<file path="config.mk">
export PLATFORM = sky130hd
export DESIGN_NAME = riscv_seq_ctrl
export DESIGN_NICKNAME = d
export VERILOG_FILES = /design/src/rtl/riscv_seq_pkg.sv /design/src/rtl/riscv_seq_immgen.sv /design/src/rtl/riscv_seq_ctrl.sv
export SDC_FILE = /design/constraint.sdc
export NUM_CORES = 1
export LEC_CHECK = 0
export ABC_AREA = 1
export BUFFER_PORTS_ARGS = -buffer_cell sky130_fd_sc_hd__buf_4
export CORE_MARGIN = 4
export CORE_UTILIZATION = 30
export DETAILED_ROUTE_END_ITERATION = 6
export MAX_ROUTING_LAYER = met4
export PLACE_DENSITY = 0.48
export SLEW_MARGIN = 10
export SYNTH_ARGS = -nofsm -noshare
export SYNTH_HDL_FRONTEND = slang
export SYNTH_SLANG_ARGS = --single-unit
</file>
<file path="constraint.sdc">
create_clock -name clk -period 3.15 [get_ports clk]
set_clock_uncertainty 0.05 [all_clocks]
set_input_delay 0.1575 -clock clk [delete_from_list [all_inputs] [get_ports clk]]
set_output_delay 0.1575 -clock clk [all_outputs]
set_load 0.01 [all_outputs]
</file>
<file path="src/rtl/riscv_seq_pkg.sv">
// Shared types and encodings for the riscv_seq_ctrl sequencer.
// Build option: RISCV_SEQ_BEQ_EN enables decoding of BEQ (otherwise BEQ traps).
package riscv_seq_pkg;

  typedef enum logic [2:0] {
    ST_FETCH,
    ST_DECODE,
    ST_EXEC,
    ST_HALT,
    ST_TRAP
  } state_e;

  typedef enum logic [2:0] {
    K_NONE,
    K_ADDI,
    K_ADD,
    K_SUB,
    K_BNE,
    K_BEQ
  } kind_e;

  localparam logic [6:0] OP_IMM    = 7'b0010011;
  localparam logic [6:0] OP_REG    = 7'b0110011;
  localparam logic [6:0] OP_BRANCH = 7'b1100011;

  localparam logic [2:0] F3_ADDSUB = 3'b000;
  localparam logic [2:0] F3_BEQ    = 3'b000;
  localparam logic [2:0] F3_BNE    = 3'b001;

  localparam logic [6:0] F7_ADD = 7'b0000000;
  localparam logic [6:0] F7_SUB = 7'b0100000;

  localparam logic [31:0] INSTR_ECALL = 32'h0000_0073;

  localparam logic ALU_ADD = 1'b0;
  localparam logic ALU_SUB = 1'b1;

`ifdef RISCV_SEQ_BEQ_EN
  localparam bit BEQ_EN = 1'b1;
`else
  localparam bit BEQ_EN = 1'b0;
`endif

  // ECALL is recognised separately; anything returning K_NONE traps.
  function automatic kind_e decode_kind(input logic [31:0] instr);
    kind_e k;
    k = K_NONE;
    case (instr[6:0])
      OP_IMM: begin
        if (instr[14:12] == F3_ADDSUB) k = K_ADDI;
      end
      OP_REG: begin
        if (instr[14:12] == F3_ADDSUB) begin
          if (instr[31:25] == F7_ADD)      k = K_ADD;
          else if (instr[31:25] == F7_SUB) k = K_SUB;
        end
      end
      OP_BRANCH: begin
        if (instr[14:12] == F3_BNE)                k = K_BNE;
        else if (BEQ_EN && instr[14:12] == F3_BEQ) k = K_BEQ;
      end
      default: k = K_NONE;
    endcase
    return k;
  endfunction

endpackage

</file>
<file path="src/rtl/riscv_seq_immgen.sv">
// Combinational immediate generator: sign-extended I-type and B-type immediates.
module riscv_seq_immgen #(
  parameter int DATA_WIDTH = 32
) (
  input  logic [31:0]           instr,
  output logic [DATA_WIDTH-1:0] imm_i,
  output logic [DATA_WIDTH-1:0] imm_b
);

  assign imm_i = {{(DATA_WIDTH-12){instr[31]}}, instr[31:20]};

  // B-type offsets are in halfwords, so bit 0 is always zero.
  assign imm_b = {{(DATA_WIDTH-13){instr[31]}}, instr[31], instr[7],
                  instr[30:25], instr[11:8], 1'b0};

endmodule

</file>
<file path="src/rtl/riscv_seq_ctrl.sv">
// Multi-cycle fetch/decode/execute sequencer for the RV32I-subset datapath.
// Build option: RISCV_SEQ_BEQ_EN (see riscv_seq_pkg) enables BEQ.
//
// state  | meaning
// FETCH  | imem_req held with stable imem_addr until imem_ack
// DECODE | register addresses presented, instruction classified
// EXEC   | datapath controls driven for one cycle, pc/retired advance
// HALT   | ECALL reached, absorbing until rst
// TRAP   | unsupported/misaligned instruction, absorbing until rst
module riscv_seq_ctrl
  import riscv_seq_pkg::*;
#(
  parameter int                    DATA_WIDTH = 32,
  parameter logic [DATA_WIDTH-1:0] RESET_PC   = '0
) (
  input  logic                  clk,
  input  logic                  rst,
  output logic                  imem_req,
  output logic [DATA_WIDTH-1:0] imem_addr,
  input  logic                  imem_ack,
  input  logic [DATA_WIDTH-1:0] imem_rdata,
  output logic [4:0]            rs1,
  output logic [4:0]            rs2,
  output logic [4:0]            rd,
  output logic [DATA_WIDTH-1:0] ImmOp,
  output logic                  RegWrite,
  output logic                  ALUsrc,
  output logic                  ALUctrl,
  input  logic                  EQ,
  output logic [DATA_WIDTH-1:0] pc,
  output logic [DATA_WIDTH-1:0] retired,
  output logic                  halted,
  output logic                  illegal
);

  localparam logic [DATA_WIDTH-1:0] PC_STEP = DATA_WIDTH'(4);
  localparam logic [DATA_WIDTH-1:0] ONE     = DATA_WIDTH'(1);

  state_e                state_q, state_d;
  logic [DATA_WIDTH-1:0] pc_q, pc_d;
  logic [DATA_WIDTH-1:0] retired_q, retired_d;
  logic [DATA_WIDTH-1:0] instr_q, instr_d;
  logic                  halted_q, halted_d;
  logic                  illegal_q, illegal_d;

  kind_e                 kind;
  logic [DATA_WIDTH-1:0] imm_i, imm_b, target;
  logic                  taken, wr_en;

  riscv_seq_immgen #(.DATA_WIDTH(DATA_WIDTH)) u_immgen (
    .instr (instr_q[31:0]),
    .imm_i (imm_i),
    .imm_b (imm_b)
  );

  assign kind   = decode_kind(instr_q[31:0]);
  assign target = pc_q + imm_b;

  assign rs1       = instr_q[19:15];
  assign rs2       = instr_q[24:20];
  assign rd        = instr_q[11:7];
  assign imem_addr = pc_q;
  assign pc        = pc_q;
  assign retired   = retired_q;
  assign halted    = halted_q;
  assign illegal   = illegal_q;

  always_comb begin
    state_d   = state_q;
    pc_d      = pc_q;
    retired_d = retired_q;
    instr_d   = instr_q;
    halted_d  = halted_q;
    illegal_d = illegal_q;
    imem_req  = 1'b0;
    RegWrite  = 1'b0;
    ALUsrc    = 1'b0;
    ALUctrl   = ALU_ADD;
    ImmOp     = '0;
    taken     = 1'b0;
    wr_en     = 1'b0;

    case (state_q)
      ST_FETCH: begin
        imem_req = 1'b1;
        if (imem_ack) begin
          instr_d = imem_rdata;
          state_d = ST_DECODE;
        end
      end

      ST_DECODE: begin
        if (instr_q[31:0] == INSTR_ECALL) begin
          state_d  = ST_HALT;
          halted_d = 1'b1;
        end else if (kind == K_NONE) begin
          state_d   = ST_TRAP;
          illegal_d = 1'b1;
        end else begin
          state_d = ST_EXEC;
        end
      end

      ST_EXEC: begin
        case (kind)
          K_ADDI: begin
            ALUsrc = 1'b1;
            ImmOp  = imm_i;
            wr_en  = 1'b1;
          end
          K_ADD: wr_en = 1'b1;
          K_SUB: begin
            ALUctrl = ALU_SUB;
            wr_en   = 1'b1;
          end
          K_BNE: begin
            ALUctrl = ALU_SUB;
            taken   = ~EQ;
          end
          K_BEQ: begin
            ALUctrl = ALU_SUB;
            taken   = EQ;
          end
          default: ;
        endcase

        RegWrite = wr_en && (rd != 5'd0);

        // Only a taken branch can leave the word-aligned address space.
        if (taken && target[1]) begin
          state_d   = ST_TRAP;
          illegal_d = 1'b1;
        end else begin
          pc_d      = taken ? target : pc_q + PC_STEP;
          retired_d = retired_q + ONE;
          state_d   = ST_FETCH;
        end
      end

      ST_HALT, ST_TRAP: ;

      default: state_d = ST_FETCH;
    endcase

    // Reset dominates: no fetch request or write pulse while rst is high.
    if (rst) begin
      imem_req = 1'b0;
      RegWrite = 1'b0;
      ALUsrc   = 1'b0;
      ALUctrl  = ALU_ADD;
      ImmOp    = '0;
    end
  end

  always_ff @(posedge clk) begin
    if (rst) begin
      state_q   <= ST_FETCH;
      pc_q      <= RESET_PC;
      retired_q <= '0;
      instr_q   <= '0;
      halted_q  <= 1'b0;
      illegal_q <= 1'b0;
    end else begin
      state_q   <= state_d;
      pc_q      <= pc_d;
      retired_q <= retired_d;
      instr_q   <= instr_d;
      halted_q  <= halted_d;
      illegal_q <= illegal_d;
    end
  end

endmodule

</file>
; Word level (Yosys, flattened, before mapping)
; Index checks and enable logic that the tools add are counted.
[op_classes]
muxes = 33
bitwise_logic = 3
n_reduce_logical = 16
n_addsub = 3
eq_ne = 19
[op_table]
columns = operator, count
row1 = 32-bit two-way mux, 4
row2 = "32-bit by 1-bit adder with 32-bit output, second input constant", 1
row3 = "32-bit by 3-bit adder with 32-bit output, second input constant", 1
row4 = 32-bit adder, 1
row5 = "32-bit by 7-bit == test with 1-bit output, second input constant", 1
row6 = 1-bit two-way mux, 17
row7 = 3-bit two-way mux, 5
row8 = "7-bit by 6-bit == test with 1-bit output, second input constant", 2
row9 = "3-bit by 2-bit == test with 1-bit output, second input constant", 4
row10 = 3-bit case mux with 4 select lines, 1
row11 = "3-bit by 1-bit == test with 1-bit output, second input constant", 3
row12 = "3-bit == test, second input constant", 3
row13 = 3-bit logical NOT, 3
row14 = 3-bit case mux with 3 select lines, 1
row15 = "2-bit != test, second input constant", 4
row16 = 2-bit AND reduction, 4
row17 = "7-bit by 5-bit == test with 1-bit output, second input constant", 1
row18 = "7-bit == test, second input constant", 1
row19 = 7-bit logical NOT, 1
row20 = 2-bit two-way mux, 3
row21 = 3-bit OR reduction, 2
row22 = 5-bit nonzero test, 1
row23 = 1-bit case mux with 2 select lines, 2
row24 = 4-bit AND reduction, 1
row25 = other kinds (4), 7
[word_totals]
out_inout_bits = 149
register_bits = 101
word_cells = 80
inputBits = 36

; Logic depth before layout (Yosys ltp)
[depth]
ltp_word = 12
mapped_depth = 15
mapped_depth_nobuf = 15

; Cells and area by module
; From an unflattened synthesis, not the netlist that was laid out.
[unflattened]
hier_cells = 1562
hier_area_um2 = 9086.2
[by_module_without_submodules]
columns = module, area_per_inst_um2, instances, cells_per_inst
row1 = riscv_seq_ctrl, 8602.0, 1, 1497
row2 = riscv_seq_immgen, 484.2, 1, 65

; Least setup slack after synthesis
; OpenSTA, ideal clock, no wires.
[synth_timing]
kind = register to output
from = register instr_q[31]
to = output port ImmOp[12]
slack_ns = 0.501
t_required_ns = 2.942
stages_incl_launch_ff = 9
t_arrival_ns = 2.442
path_cell_list = dfxtp_1 inv_1 nand2_1 nor4_1 nand2_1 o22ai_1 nand4_1 nor2_1 buf_4
[synth_between]
elab_chain_cells = 9
word_cells_on_any_way = 10
[synth_rtl]
columns = element, line
row1 = from (decl), riscv_seq_ctrl.sv:42  ; logic [DATA_WIDTH-1:0] instr_q, instr_d;
row2 = from (signal assigned), riscv_seq_ctrl.sv:167  ; instr_q <= instr_d;
row3 = 7-bit by 6-bit == test with 1-bit output, riscv_seq_pkg.sv:55  ; else if (instr[31:25] == F7_SUB) k = K_SUB;
row4 = 2-bit two-way mux, riscv_seq_pkg.sv:55
row5 = 2-bit two-way mux, riscv_seq_pkg.sv:54  ; if (instr[31:25] == F7_ADD) k = K_ADD;
row6 = 2-bit two-way mux, riscv_seq_pkg.sv:53  ; if (instr[14:12] == F3_ADDSUB) begin
row7 = 3-bit case mux with 3 select lines, riscv_seq_pkg.sv:48  ; case (instr[6:0])
row8 = 3-bit by 1-bit == test with 1-bit output, riscv_seq_ctrl.sv:105  ; case (kind)
row9 = 32-bit two-way mux (*), riscv_seq_ctrl.sv:105
row10 = 32-bit two-way mux (*), riscv_seq_ctrl.sv:83  ; case (state_q)
row11 = 32-bit two-way mux (*), riscv_seq_ctrl.sv:146  ; if (rst) begin
row12 = to (decl), riscv_seq_ctrl.sv:25  ; output logic [DATA_WIDTH-1:0] ImmOp,
; Mark *: on every way between the ends. The rest lies on a longest branch, timed or not.

; Worst setup path in the final report
[layout_timing]
from = register instr_q[31]
to = output port ImmOp[14]
; Same word-level chain as after synthesis.

==> results.json <==
{
  "fin_crit_ps": 2670,
  "ys_warn_count": 0,
  "antenna_found_initial": 0,
  "fin_nets": 1565,
  "ant_nets": 0,
  "synth_cells": 1368,
  "syn_avg_cell_area_sq_um": 6.06,
  "clk_pin_slew_ps": 80,
  "ios": 185,
  "die_w_um": 174,
  "cts_tree": "yes",
  "drcViolationCount": 0,
  "start_util_pct": 30.7,
  "placed_cell_area_sq_um": 9580,
  "fp.dieArea_sq_um": 30300,
  "drt_wl_total_um": 30700,
  "grt_pass1_vias": 8755,
  "rsz0062_at_grt": "no",
  "min_period_over_period_pct": 84.7,
  "maxCapViolations": 0,
  "cp-end-kind": "output port",
  "grt_max_degree": 70,
  "status": "finished clean",
  "gp_congestion": 0.911,
  "hold_path_class": "in -> reg",
  "yosysMostFrequentCell": "nand2_1",
  "slew_violations": 0,
  "design.core.area_sq_um": 27000,
  "ys_top_cells_by_area": "dfxtp_1, nand2_1, inv_1",
  "area_growth_pct": 20.7,
  "netlist_top_cells_count": "nand2_1, inv_1, nor2_1, a21oi_1, dfxtp_1",
  "grt_pass1_wl_um": 48400,
  "tightest_slew_ps": 765,
  "arrival_ps": 2460,
  "ys_seq_area_share_pct": 24.2,
  "drive_gt1_share_pct": 16.8,
  "synth_seq_cells": 100,
  "power_density_nw_per_um2": 328,
  "yosysTopAreaCell": "dfxtp_1",
  "gr-usage-all-layers_pct": 20.6,
  "timing.critical_path.required_ps": 2940,
  "fin_util_pct": 37.0,
  "synth_edf_count": 0,
  "synth_flop_cell": "dfxtp_1",
  "whs_ps": 11.1,
  "antenna_cells": 0,
  "worst_skew_pair.late_latency_ps": 370,
  "rrSetupSlack_ps": 670,
  "post_cts_buffers": 0,
  "cts_root_buf": "clkbuf_16",
  "critical_path_class": "reg -> out",
  "cts_max_level": 3,
  "vias_per_cell": 4.85,
  "final_area_sq_um": 10000,
  "async_flop_share_pct": 0,
  "ir_drop_mv": 0.275,
  "finalSetupViolCount": 0,
  "crit_fanout": 21,
  "wl_per_cell_um": 16.7,
  "hpwl_um": 23700,
  "max_freq_mhz": 375,
  "synth_top_area_share_pct": 24.2,
  "power.total_mw": 3.28,
  "place.port_buffers": 182,
  "synthesis.area_sq_um": 8290,
  "first_pass_iters": 5,
  "grt.overflow.total": 0,
  "synth.distinct_cells": 46,
  "die_y_um": 174,
  "drtIter0Drc": 612,
  "crit_path_start_kind": "flop",
  "vias": 8934,
  "cts_buffers": 9,
  "clock_path_buffers": 2,
  "setup-tns-final_ps": 0,
  "leakagePower_nw": 4.67,
  "rows": 60,
  "finalHoldViolations": 0,
  "clock-sinks": 100,
  "slew-limit-headroom_pct": 49.0
}
-- critical path, stage by stage, from the launching register on --
cell and delay, ps:
dfxtp_1 440, inv_1 190, nand2_1 120, nor4_1 240, nand2_1 130, o22ai_1 170
nand4_1 100, buf_4 200, nor2_1 100, buf_4 240, buf_4 160
-- layout make-up --
cell class,instances,area (sq um)
flip-flops and latches,100,2000
repair buffers,217,1660
inverters,188,708
clock buffers,9,225
multi-input cells,980,4890
fillers,3022,17000
well taps,341,427
clock inverters,7,85.1
-- path summary, 6_finish.rpt --
kind / start / to / cells past startpoint
hold / removal: imem_rdata[3] / instr_q[3] / 3
setup / recovery: instr_q[31] / ImmOp[14] / 10
hold reg to reg: illegal / illegal / 2
setup reg to reg: instr_q[8] / imem_addr[17] / 15
-- per-stage QoR --
step           worst slack, ps  cells
6_report                   482   1842
5_1_grt                    171   1842
4_1_cts                    444   1842
3_5_place_dp               695   1815
3_3_place_gp               718   1815
2_1_floorplan              501   1369
-- per-layer routing --
metal / wire length [um] / GRT usage, % / share of wire (%)
met5: 0 / - / 0
met4: 933 / 6.70 / 3.0
met3: 1740 / 3.81 / 5.7
met2: 13600 / 32.3 / 44
met1: 14400 / 26.8 / 47
-- cell families (layout without fill, tap and decap cells) --
logic type,Yosys count,after routing,synth area share (%)
XOR/XNOR,33,33,3.49
adder cells (fa/ha/maj),33,33,5.07
buffers and inverters,289,421,16.8
other,1,2,0.0453
AND/OR/NAND/NOR,702,702,36.9
AO/OA/AOI/OAI,210,210,13.5
flip-flops,100,100,24.2
-- sequential cells by signal, summed over array words and instances, names as in the netlist --
register and count:
imem_addr 31, instr_q 32, state_q 3, halted 1, illegal 1, retired 32
-- cells in the final DEF (no fill, tap or decap), types with 6 or more instances in the layout --
cell	n
a21oi_1	103
buf_4	206
clkbuf_16	9
dfxtp_1	100
dlygate4sd3_1	11
ha_1	32
inv_1	184
nand2_1	345
nand3_1	85
nand3b_1	6
nand4_1	29
nor2_1	163
nor3_1	37
nor3_2	6
nor4_1	7
o211ai_1	8
o21ai_0	78
xnor2_1	11
xor2_1	22
-- repair_timing --
action / CTS / global route
hold buffers: 11 / 0
resized for setup: 0 / 0
hold endpoints to repair: 11 / 0
-- power by group --
group          internal, mW  switching [mW]  leakage, nW
logic                 0.248           0.401         3.70
clock network         0.631           0.583        0.149
registers              1.34          0.0779        0.813
total                  2.22            1.06         4.67
No activity file was read; power rests on OpenSTA's default activity.
